--- src/rtl/exc_pkg.sv ---
// Shared definitions for the exception controller slice.
//   exc_state_t : controller FSM states (encoding is visible through the MRS state read)
//   ESR_*       : exception syndrome codes
//   SYSREG_*    : MRS select encodings for sysreg_sel_i
package exc_pkg;

   typedef enum logic [2:0] {
      ST_RUN     = 3'd0,
      ST_TAKE    = 3'd1,
      ST_HANDLER = 3'd2,
      ST_RETURN  = 3'd3,
      ST_LOCKUP  = 3'd4
   } exc_state_t;

   localparam int ESR_UNDEF   = 1;
   localparam int ESR_IRQ     = 2;
   localparam int ESR_BADERET = 3;
   localparam int ESR_NESTED  = 4;

   localparam logic [1:0] SYSREG_ELR   = 2'b00;
   localparam logic [1:0] SYSREG_ESR   = 2'b01;
   localparam logic [1:0] SYSREG_STATE = 2'b10;
   localparam logic [1:0] SYSREG_ZERO  = 2'b11;

endpackage

--- src/rtl/exc_sysregs.sv ---
// ELR/ESR holding registers and the MRS read mux.
//   clk, reset         : clock, synchronous active-high reset (clears ELR/ESR)
//   elr_we, elr_d      : ELR load enable / data
//   esr_we, esr_d      : ESR load enable / data
//   state_code         : current controller state, readable through MRS
//   sel                : MRS select (ELR, ESR, state, zero)
//   elr, esr           : current register contents
//   rdata              : combinational MRS read data, narrow fields zero-extended
module exc_sysregs
   import exc_pkg::*;
#(
   parameter int N     = 64,
   parameter int ESR_W = 4
) (
   input  logic             clk,
   input  logic             reset,
   input  logic             elr_we,
   input  logic [N-1:0]     elr_d,
   input  logic             esr_we,
   input  logic [ESR_W-1:0] esr_d,
   input  logic [2:0]       state_code,
   input  logic [1:0]       sel,
   output logic [N-1:0]     elr,
   output logic [ESR_W-1:0] esr,
   output logic [N-1:0]     rdata
);

   always_ff @(posedge clk) begin
      if (reset) begin
         elr <= '0;
         esr <= '0;
      end else begin
         if (elr_we) elr <= elr_d;
         if (esr_we) esr <= esr_d;
      end
   end

   always_comb begin
      rdata = '0;
      case (sel)
         SYSREG_ELR:   rdata = elr;
         SYSREG_ESR:   rdata = {{(N-ESR_W){1'b0}}, esr};
         SYSREG_STATE: rdata = {{(N-3){1'b0}}, state_code};
         SYSREG_ZERO:  rdata = '0;
         default:      rdata = '0;
      endcase
   end

endmodule

--- src/rtl/exception_ctrl.sv ---
// Exception/interrupt controller downstream of maindec.
// Squashes the offending decode instruction, captures ELR/ESR, redirects fetch to
// the handler vector (and back to ELR on ERET), pulses ExcAck for IRQ entries and
// serves MRS reads of ELR/ESR/state.
//   clk, reset      : clock, synchronous active-high reset
//   instr_valid_i   : decode-stage instruction valid
//   pc_i            : decode-stage PC
//   not_an_instr_i  : maindec NotAnInstr
//   eret_i          : maindec ERet
//   ext_irq_i       : level interrupt request, held until acked
//   sysreg_sel_i    : MRS select
//   squash_o        : comb kill of the decode instruction's writes
//   redirect_o      : registered next-PC override
//   redirect_pc_o   : redirect target (0 when not redirecting)
//   exc_ack_o       : registered one-cycle ack for IRQ entries
//   in_handler_o    : state is HANDLER
//   fatal_o         : state is LOCKUP
//   elr_o, esr_o    : current ELR / ESR
//   sysreg_rdata_o  : MRS read data
module exception_ctrl
   import exc_pkg::*;
#(
   parameter int             N      = 64,
   parameter logic [N-1:0]   VECTOR = 'hD8,
   parameter int             ESR_W  = 4
) (
   input  logic             clk,
   input  logic             reset,
   input  logic             instr_valid_i,
   input  logic [N-1:0]     pc_i,
   input  logic             not_an_instr_i,
   input  logic             eret_i,
   input  logic             ext_irq_i,
   input  logic [1:0]       sysreg_sel_i,
   output logic             squash_o,
   output logic             redirect_o,
   output logic [N-1:0]     redirect_pc_o,
   output logic             exc_ack_o,
   output logic             in_handler_o,
   output logic             fatal_o,
   output logic [N-1:0]     elr_o,
   output logic [ESR_W-1:0] esr_o,
   output logic [N-1:0]     sysreg_rdata_o
);

   exc_state_t       state;
   logic             in_run, in_hdl;
   logic             run_eret, run_undef, run_irq, take;
   logic             hdl_eret, hdl_undef;
   logic [ESR_W-1:0] take_esr;
   logic             elr_we, esr_we;
   logic [N-1:0]     elr_d;
   logic [ESR_W-1:0] esr_d;

   // Event decode. ERET outranks NotAnInstr because maindec raises both for ERET;
   // an IRQ only wins in RUN when no valid instruction event is present.
   always_comb begin
      in_run    = (state == ST_RUN);
      in_hdl    = (state == ST_HANDLER);
      run_eret  = in_run & instr_valid_i & eret_i;
      run_undef = in_run & instr_valid_i & not_an_instr_i & ~eret_i;
      run_irq   = in_run & ext_irq_i & ~(instr_valid_i & (eret_i | not_an_instr_i));
      take      = run_eret | run_undef | run_irq;
      hdl_eret  = in_hdl & instr_valid_i & eret_i;
      hdl_undef = in_hdl & instr_valid_i & not_an_instr_i & ~eret_i;

      take_esr = ESR_W'(ESR_IRQ);
      if (run_eret)       take_esr = ESR_W'(ESR_BADERET);
      else if (run_undef) take_esr = ESR_W'(ESR_UNDEF);

      // An IRQ arriving on a bubble is attributed to the preceding instruction slot.
      elr_d  = (run_irq & ~instr_valid_i) ? pc_i - N'(4) : pc_i;
      elr_we = take;
      esr_we = take | hdl_undef;
      esr_d  = take ? take_esr : ESR_W'(ESR_NESTED);

      squash_o = ~reset & (take | hdl_eret);
   end

   always_ff @(posedge clk) begin
      if (reset) begin
         state         <= ST_RUN;
         redirect_o    <= 1'b0;
         redirect_pc_o <= '0;
         exc_ack_o     <= 1'b0;
      end else begin
         redirect_o    <= 1'b0;
         redirect_pc_o <= '0;
         exc_ack_o     <= 1'b0;
         case (state)
            ST_RUN: begin
               if (take) begin
                  state         <= ST_TAKE;
                  redirect_o    <= 1'b1;
                  redirect_pc_o <= VECTOR;
                  exc_ack_o     <= run_irq;
               end
            end
            ST_TAKE:    state <= ST_HANDLER;
            ST_HANDLER: begin
               if (hdl_eret) begin
                  state         <= ST_RETURN;
                  redirect_o    <= 1'b1;
                  redirect_pc_o <= elr_o;
               end else if (hdl_undef) begin
                  state <= ST_LOCKUP;
               end
            end
            ST_RETURN:  state <= ST_RUN;
            ST_LOCKUP:  state <= ST_LOCKUP;
            default:    state <= ST_RUN;
         endcase
      end
   end

   assign in_handler_o = (state == ST_HANDLER);
   assign fatal_o      = (state == ST_LOCKUP);

   exc_sysregs #(.N(N), .ESR_W(ESR_W)) u_sysregs (
      .clk        (clk),
      .reset      (reset),
      .elr_we     (elr_we),
      .elr_d      (elr_d),
      .esr_we     (esr_we),
      .esr_d      (esr_d),
      .state_code (state),
      .sel        (sysreg_sel_i),
      .elr        (elr_o),
      .esr        (esr_o),
      .rdata      (sysreg_rdata_o)
   );

endmodule
--- config.mk ---
export PLATFORM = sky130hd
export DESIGN_NAME = exception_ctrl
export DESIGN_NICKNAME = d
export VERILOG_FILES = /design/src/rtl/exc_pkg.sv /design/src/rtl/exc_sysregs.sv /design/src/rtl/exception_ctrl.sv
export SDC_FILE = /design/constraint.sdc
export NUM_CORES = 1
export LEC_CHECK = 0
export ABC_CLOCK_PERIOD_IN_PS = 3000
export BUFFER_PORTS_ARGS = -buffer_cell sky130_fd_sc_hd__buf_2
export CAP_MARGIN = 10
export CORE_ASPECT_RATIO = 1.5
export CORE_MARGIN = 2
export CORE_UTILIZATION = 48
export CTS_CLUSTER_DIAMETER = 80
export DETAILED_ROUTE_END_ITERATION = 6
export HOLD_SLACK_MARGIN = 0.12
export PLACE_DENSITY = 0.8
export SLEW_MARGIN = 20
export SYNTH_ARGS = -nofsm -noshare
export SYNTH_HDL_FRONTEND = slang
export SYNTH_SLANG_ARGS = --single-unit
--- constraint.sdc ---
create_clock -name clk -period 3 [get_ports clk]
set_input_delay 0.15 -clock clk [delete_from_list [all_inputs] [get_ports clk]]
set_output_delay 0.15 -clock clk [all_outputs]
set_load 0.05 [all_outputs]
==> results by group, run 1 <==
Run status
  • Status: finished, final reports clean

Power
  • Worst vdd ir: 0.4136 mV
  • Tot Pwr: 5763 uW
  • PD cells: 626.3 mW/mm2
  • Leakage: 0.004126 uW

Synth
  • EDFF count, synth: 0
  • Syn_nets: 837
  • Register area share after synthesis: 42.43%
  • Syn Std Cell Area: 0.006417 mm2
  • Mapped Cells: 764
  • Prevailing post-synth register cell: dfxtp_1
  • Ys async rst share: 0%
  • Mapped Avg Cell Area: 8.400 um2
  • Library cells used by synthesis: 57
  • Post-synthesis register bit count: 136
  • Syn. warnings: 0

Setup path
  • Worst Setup SP: pc_i[31]
  • Bufs and invs on worst path: 4
  • Delay-heaviest family, CP: simple AND/OR/NAND/NOR gates
  • CP Capture Type: flop
  • Critical path startpoint category: input pin
  • Critical path data arrival time: 3270 ps
  • Max stage delay on crit path: 670 ps
  • Cell repeated most along the worst path: dlygate4sd3_1
  • Worst Path Max Fanout: 8
  • Worst reg2reg startpoint: state[0]$_SDFFE_PP0P_
  • Cells along the critical path: dlygate4sd3_1 -> buf_2 -> or4_1 -> or3_1 -> nor4_2 -> buf_4 -> nand3b_1 -> dlygate4sd3_1 -> a31oi_1
  • Worst setup path category: in -> reg
  • CP required: 3350 ps
  • CP max-delay cell: or4_1

Floorplanning
  • I/O pins: 273
  • Die Ht: 145.6 um
  • Site row count: 51
  • Die area: 0.01433 mm2
  • Die W: 98.41 um
  • Core area: 0.01302 mm2
  • Initial Util: 49.30%

Timing
  • Max-slew headroom: 49.11%
  • Slew at the pin closest to its max-slew limit: 761.5 ps
  • Endpoints failing setup: 0
  • Final worst setup slack: 81.01 ps
  • Hold slack: 119.9 ps
  • Max frequency: 0.3426 GHz
  • Max-slew violations: 0
  • Fin crit period: 2919 ps
  • Final Hold Viols: 0
  • Final Cycle Share: 97.30%
  • Layout Skew: 8.543 ps

CTS
  • CTS Buf Count: 17
  • CTS Sinks: 136
  • CTS tree: built
  • Clock transition at the registers of the reported paths: 60 ps
  • Root buf cell: clkbuf_16
  • CTS H-tree lvls: 4
  • Post-CTS Setup Bufs: 0
  • Clock Tree Buf Depth: 2
  • Clock Latency Late Sink: 430 ps

Routing
  • Vias post-DR: 7197
  • Drt total wl: 22.07 mm
  • First-pass iteration count of the detailed router: 6
  • Post-DR vias/cell: 5.744
  • DRC viols: 0
  • Wirelength per Cell: 17.62 um
  • Detail Route Antenna Nets: 0
  • Iteration-0 DRC count of the detailed router: 409

Layout
  • Design area: 0.009201 mm2
  • Nets: 1152
  • Layout cells sized above 1: 32.14%
  • Area Overhead vs Synth: 43.38%
  • Fin cells: 1253

Placement
  • Post-DP Area: 0.007954 mm2
  • Final HPWL DP: 15.16 mm
  • Post-Place Worst Slack: 220.4 ps
  • # port buffers: 271
  • Dpl cells: 1158
  • Placer Congestion: 0.9235

Global route
  • First-pass GRT wire length: 33.93 mm
  • Gr ovfl total: 0
  • Vias in the first global route: 6590
  • Initial antenna violation count: 1
  • Largest net degree at the start of global routing: 66
  • Total global-route track usage: 29.28%

Min path
  • Hold_sp: pc_i[4]
  • Hold Path Class: in -> reg

Run
  • Max-Cap Viols: 0
## kinds of logic after synthesis
| logic type | after synthesis | synth area share [%] |
|---|---|---|
| AO/OA/AOI/OAI | 137 | 13.98 |
| adder cells (fa/ha/maj) | 1 | 0.1949 |
| multiplexers | 3 | 0.4679 |
| buffers and inverters | 62 | 3.724 |
| other | 1 | 0.05843 |
| AND/OR/NAND/NOR | 405 | 36.56 |
| flip-flops | 136 | 42.43 |
| XOR/XNOR | 19 | 2.593 |
## state kept, by name, indices dropped and copies added, names as in the netlist
signal / cells
exc_ack_o: 1
redirect_o: 1
redirect_pc_o: 64
state: 3
u_sysregs.elr: 64
u_sysregs.esr: 3
## per-stage QoR
stage               TNS (ps)  utilization, %
floorplan                  0               -
global placement           0           61.10
detailed placement         0           61.10
CTS                        0           70.23
global route          -9.992           70.67
finish                     0           70.68
## cell usage after synthesis (5+ instances only)
| cell type | n | share of area (%) |
|---|---|---|
| nand3_1 | 31 | 2.4 |
| o2111ai_1 | 6 | 0.82 |
| and3_1 | 6 | 0.58 |
| a311oi_1 | 8 | 1.1 |
| nand3b_1 | 8 | 0.94 |
| o21ai_0 | 47 | 3.7 |
| xor2_1 | 5 | 0.68 |
| nand2_1 | 28 | 1.6 |
| nor4_1 | 19 | 1.9 |
| nand4_1 | 17 | 1.7 |
| nor2_1 | 50 | 2.9 |
| and2_1 | 123 | 12 |
| a31oi_1 | 20 | 1.9 |
| inv_1 | 8 | 0.47 |
| clkbuf_1 | 48 | 2.8 |
| o31ai_1 | 10 | 1.2 |
| or3_1 | 28 | 2.7 |
| or2_2 | 12 | 1.2 |
| xnor2_1 | 14 | 1.9 |
| dfxtp_1 | 136 | 42 |
| a211oi_1 | 15 | 1.8 |
| nor3_1 | 34 | 2.7 |
| nor2b_1 | 5 | 0.49 |
| or4_1 | 26 | 3.0 |
| a21oi_1 | 11 | 0.86 |
## cell usage in the layout (no fill, tap or decap), types with 12 or more instances in the layout
cell type / instances
nand3_1: 31
buf_2: 271
nor4_1: 16
or2_2: 12
or3_1: 28
dfxtp_1: 136
a211oi_1: 15
nor3_1: 33
nand2_1: 28
xnor2_1: 14
a31oi_1: 20
nand4_1: 17
buf_4: 15
and2_1: 123
nor2_1: 48
clkbuf_16: 17
dlygate4sd3_1: 61
o21ai_0: 46
or4_1: 24
## worst register-to-register path: cells and delay by family (launching register included)
kind            cells  cell delay, ps
compound gates      3             850
buf+inv             2             880
flops               1             400
simple gates        1             640
## final cells by class
type                    instances  area, um2
fillers                      1064       3816
multi-input cells             566       3543
flip-flops and latches        136       2723
repair buffers                349       2120
clock buffers                  22      484.2
well taps                     159      198.9
clock inverters                10      93.84
inverters                       9      33.78
diodes                          2      5.005
## timing repair
item	4_1_cts	5_1_grt
hold buffers	61	0
gates resized for setup	0	9
setup endpoints to repair	0	5
hold endpoints to repair	56	0
## power breakdown
part           total (uW)  switching (uW)  internal (uW)
logic                1600            1170            422
registers            2120             155           1960
clock network        2050             819           1230
total                5760            2150           3610
## per-layer routing
metal	track usage, %	wire (um)
met3	5.908	1352
met1	32.09	8218
met5	0	0
met4	11.78	683
met2	54.22	11820
## final timing paths
check                                        end  cells after the start  slack (ps)
setup / recovery  u_sysregs.elr[54]$_SDFFE_PP0P_                      9          80
hold / removal     u_sysregs.elr[4]$_SDFFE_PP0P_                      3         120
setup reg to reg  u_sysregs.elr[18]$_SDFFE_PP0P_                      6         190
hold reg to reg     redirect_pc_o[51]$_SDFF_PP0_                      1         490
Power figures use the tool's default switching activity.
==> inputs of run 2 (changes only) <==
--- a/config.mk
+++ b/config.mk
@@ -8,7 +8,7 @@
 export ABC_CLOCK_PERIOD_IN_PS = 3000
 export BUFFER_PORTS_ARGS = -buffer_cell sky130_fd_sc_hd__buf_2
 export CAP_MARGIN = 10
-export CORE_ASPECT_RATIO = 1.5
+export CORE_ASPECT_RATIO = 0.6
 export CORE_MARGIN = 2
 export CORE_UTILIZATION = 48
 export CTS_CLUSTER_DIAMETER = 80
==> results by group, run 2 (synthesis results as in run 1) <==
Global route
  • Vias in the first global route: 6363 (was 6590)
  • Total global-route track usage: 30.21% (was 29.28%)
  • Gr ovfl total: 0 (unchanged)
  • Initial antenna violation count: 0 (was 1)
  • Largest net degree at the start of global routing: 51 (was 66)
  • First-pass GRT wire length: 34.09 mm (was 33.93 mm)

Setup path
  • Critical path data arrival time: 3260 ps (was 3270 ps)
  • Setup crit end: u_sysregs.elr[54]$_SDFFE_PP0P_ (unchanged)
  • Reg2reg path depth: 6 (unchanged)
  • Critical path startpoint category: input pin (unchanged)
  • Worst setup path category: in -> reg (unchanged)
  • Worst Path Max Fanout: 8 (unchanged)
  • Reg2reg setup slack: 200 ps (was 190 ps)
  • RR Endpoint: u_sysregs.elr[22]$_SDFFE_PP0P_ (was u_sysregs.elr[18]$_SDFFE_PP0P_)
  • CP required: 3340 ps (was 3350 ps)
  • Worst reg2reg startpoint: state[2]$_SDFFE_PP0P_ (was state[0]$_SDFFE_PP0P_)
  • CP Capture Type: flop (unchanged)
  • Worst Setup SP: pc_i[42] (was pc_i[31])

Routing
  • Post-DR vias/cell: 5.736 (was 5.744)
  • Wirelength per Cell: 17.83 um (was 17.62 um)
  • Detail Route Antenna Nets: 0 (unchanged)
  • Drt total wl: 22.51 mm (was 22.07 mm)
  • First-pass iteration count of the detailed router: 5 (was 6)
  • Vias post-DR: 7239 (was 7197)
  • DRC viols: 0 (unchanged)
  • Iteration-0 DRC count of the detailed router: 680 (was 409)

Timing
  • Max frequency: 0.3425 GHz (was 0.3426 GHz)
  • Final Hold Viols: 0 (unchanged)
  • Endpoints failing setup: 0 (unchanged)
  • Setup TNS: 0 ps (unchanged)
  • Layout Skew: 5.669 ps (was 8.543 ps)
  • Final Cycle Share: 97.32% (was 97.30%)
  • Hold slack: 141.6 ps (was 119.9 ps)
  • Unrepaired setup endpoints after global routing: false
  • Slew at the pin closest to its max-slew limit: 702.9 ps (was 761.5 ps)
  • Max-slew violations: 0 (unchanged)
  • Fin crit period: 2920 ps (was 2919 ps)
  • Final worst setup slack: 80.27 ps (was 81.01 ps)
  • Max-slew headroom: 52.85% (was 49.11%)

Placement
  • Final HPWL DP: 15.54 mm (was 15.16 mm)
  • Placer Congestion: 0.9563 (was 0.9235)
  • # port buffers: 271 (unchanged)
  • Dpl cells: 1172 (was 1158)
  • Post-Place Worst Slack: 241.7 ps (was 220.4 ps)

Layout
  • Fin cells: 1262 (was 1253)
  • ANT cells: 0 (was 2)
  • Layout cells sized above 1: 32.33% (was 32.14%)
  • Most frequent cells in the layout: buf_2 (271), dfxtp_1 (136), and2_1 (123) (unchanged)
  • Largest regs: redirect_pc_o (64), u_sysregs.elr (64) (unchanged)
  • Area Overhead vs Synth: 42.54% (was 43.38%)
  • Commonest non-fill, non-tap cell in the layout: buf_2 (unchanged)
  • Nets: 1153 (was 1152)

Power
  • Clock share of power: 34.6% (was 35.5%)
  • Leakage: 0.004099 uW (was 0.004126 uW)
  • Internal Pwr Total: 3532 uW (was 3614 uW)
  • Worst vdd ir: 0.4256 mV (was 0.4136 mV)
  • NetSw: 2167 uW (was 2148 uW)
  • Combinational Power Share: 28.2% (was 27.7%)
  • Tot Pwr: 5699 uW (was 5763 uW)
  • PD cells: 623.0 mW/mm2 (was 626.3 mW/mm2)
  • Sw frac: 38.02% (was 37.28%)
  • Sequential share of power: 37.1% (was 36.8%)

CTS
  • Clock transition at the registers of the reported paths: 60 ps (about the same)
  • CTS Sinks: 136 (unchanged)
  • Clock Latency Late Sink: 410 ps (was 430 ps)
  • Root buf cell: clkbuf_16 (unchanged)
  • Clock Tree Buf Depth: 2 (unchanged)
  • CTS tree: built (unchanged)
  • CTS Buf Count: 17 (unchanged)
  • CTS H-tree lvls: 4 (unchanged)
  • Post-CTS Setup Bufs: 0 (unchanged)

Run status
  • Status: finished, final reports clean (unchanged)

Floorplanning
  • Die W: 153.3 um (was 98.41 um)
  • Initial Util: 49.62% (was 49.30%)
  • Core area: 0.01293 mm2 (was 0.01302 mm2)
  • I/O pins: 273 (unchanged)
  • Site row count: 32 (was 51)
  • Die Ht: 93.57 um (was 145.6 um)
  • Die area: 0.01434 mm2 (was 0.01433 mm2)

Run
  • Max-Cap Viols: 0 (unchanged)

Min path
  • Hold Crit Depth: 3 (unchanged)
  • Hold Path Class: in -> reg (unchanged)
-- run 2: changes by cell type in the layout (fill, tap and decap cells not counted), sizes merged --
cell / previous run / this run
clkbuf: 22 / 18
inv: 9 / 13
buf: 288 / 291
diode: 2 / 0
dlygate4sd3: 61 / 59
clkinv: 6 / 5
-- run 2: timing repair --
item,in CTS,in global routing
gates resized for setup,0,7
hold buffers,59,0
setup endpoints to repair,0,6
hold endpoints to repair,53,0
-- run 2: worst min path at each step --
| stage | from | endpoint | slack, ps |
|---|---|---|---|
| 2_1_floorplan | pc_i[0] | u_sysregs.elr[0]$_SDFFE_PP0P_ | 290 |
| 3_3_place_gp | pc_i[0] | u_sysregs.elr[0]$_SDFFE_PP0P_ | 400 |
| 3_5_place_dp | pc_i[1] | u_sysregs.elr[1]$_SDFFE_PP0P_ | 420 |
| 4_1_cts | pc_i[24] | u_sysregs.elr[24]$_SDFFE_PP0P_ | 120 |
| 5_1_grt | pc_i[24] | u_sysregs.elr[24]$_SDFFE_PP0P_ | 130 |
| 6_report | pc_i[24] | u_sysregs.elr[24]$_SDFFE_PP0P_ | 140 |
-- run 2: area by class of cell --
cell class	instances	area (um2)
Inverter	9	33.78
Timing Repair Buffer	350	2110
Tap cell	170	212.7
Fill cell	1050	3785
Sequential cell	136	2723
Clock inverter	13	120.1
Clock buffer	18	429.2
Multi-Input combinational cell	566	3520
-- run 2: worst max-delay path, cell delays in order --
cell and delay, ps:
dlygate4sd3_1 530, buf_2 140, or4_1 690, or4_4 670, nor3_1 250, nand3b_1 110
dlygate4sd3_1 570, a31oi_1 150
-- run 2: metal layers --
layer / track usage (%) / wire length (um) / vias to the layer above / share of wire [%]
met5: 0 / 0 / - / 0
met2: 46.32 / 10040 / 413 / 45
met3: 6.534 / 2111 / 33 / 9.4
met4: 9.028 / 340 / 0 / 1.5
met1: 42.72 / 10020 / 3384 / 45
li1: - / - / 3409 / -
-- run 2: through the flow --
step | area, um2 | utilization [%]
after floorplan | 6417 | -
after global placement | 7978 | 61.69
after detailed placement | 7978 | 61.69
after CTS | 9117 | 70.50
after global routing | 9148 | 70.73
final | 9148 | 70.73
-- run 2: power groups by stage --
stage / clock network (uW) / registers (uW) / logic [uW]
finish: 1970 / 2120 / 1610
global placement: 0 / 2150 / 1510
detailed placement: 0 / 2150 / 1520
floorplan: 0 / 2620 / 595
global route: 2080 / 2140 / 1690
CTS: 1990 / 2110 / 1590
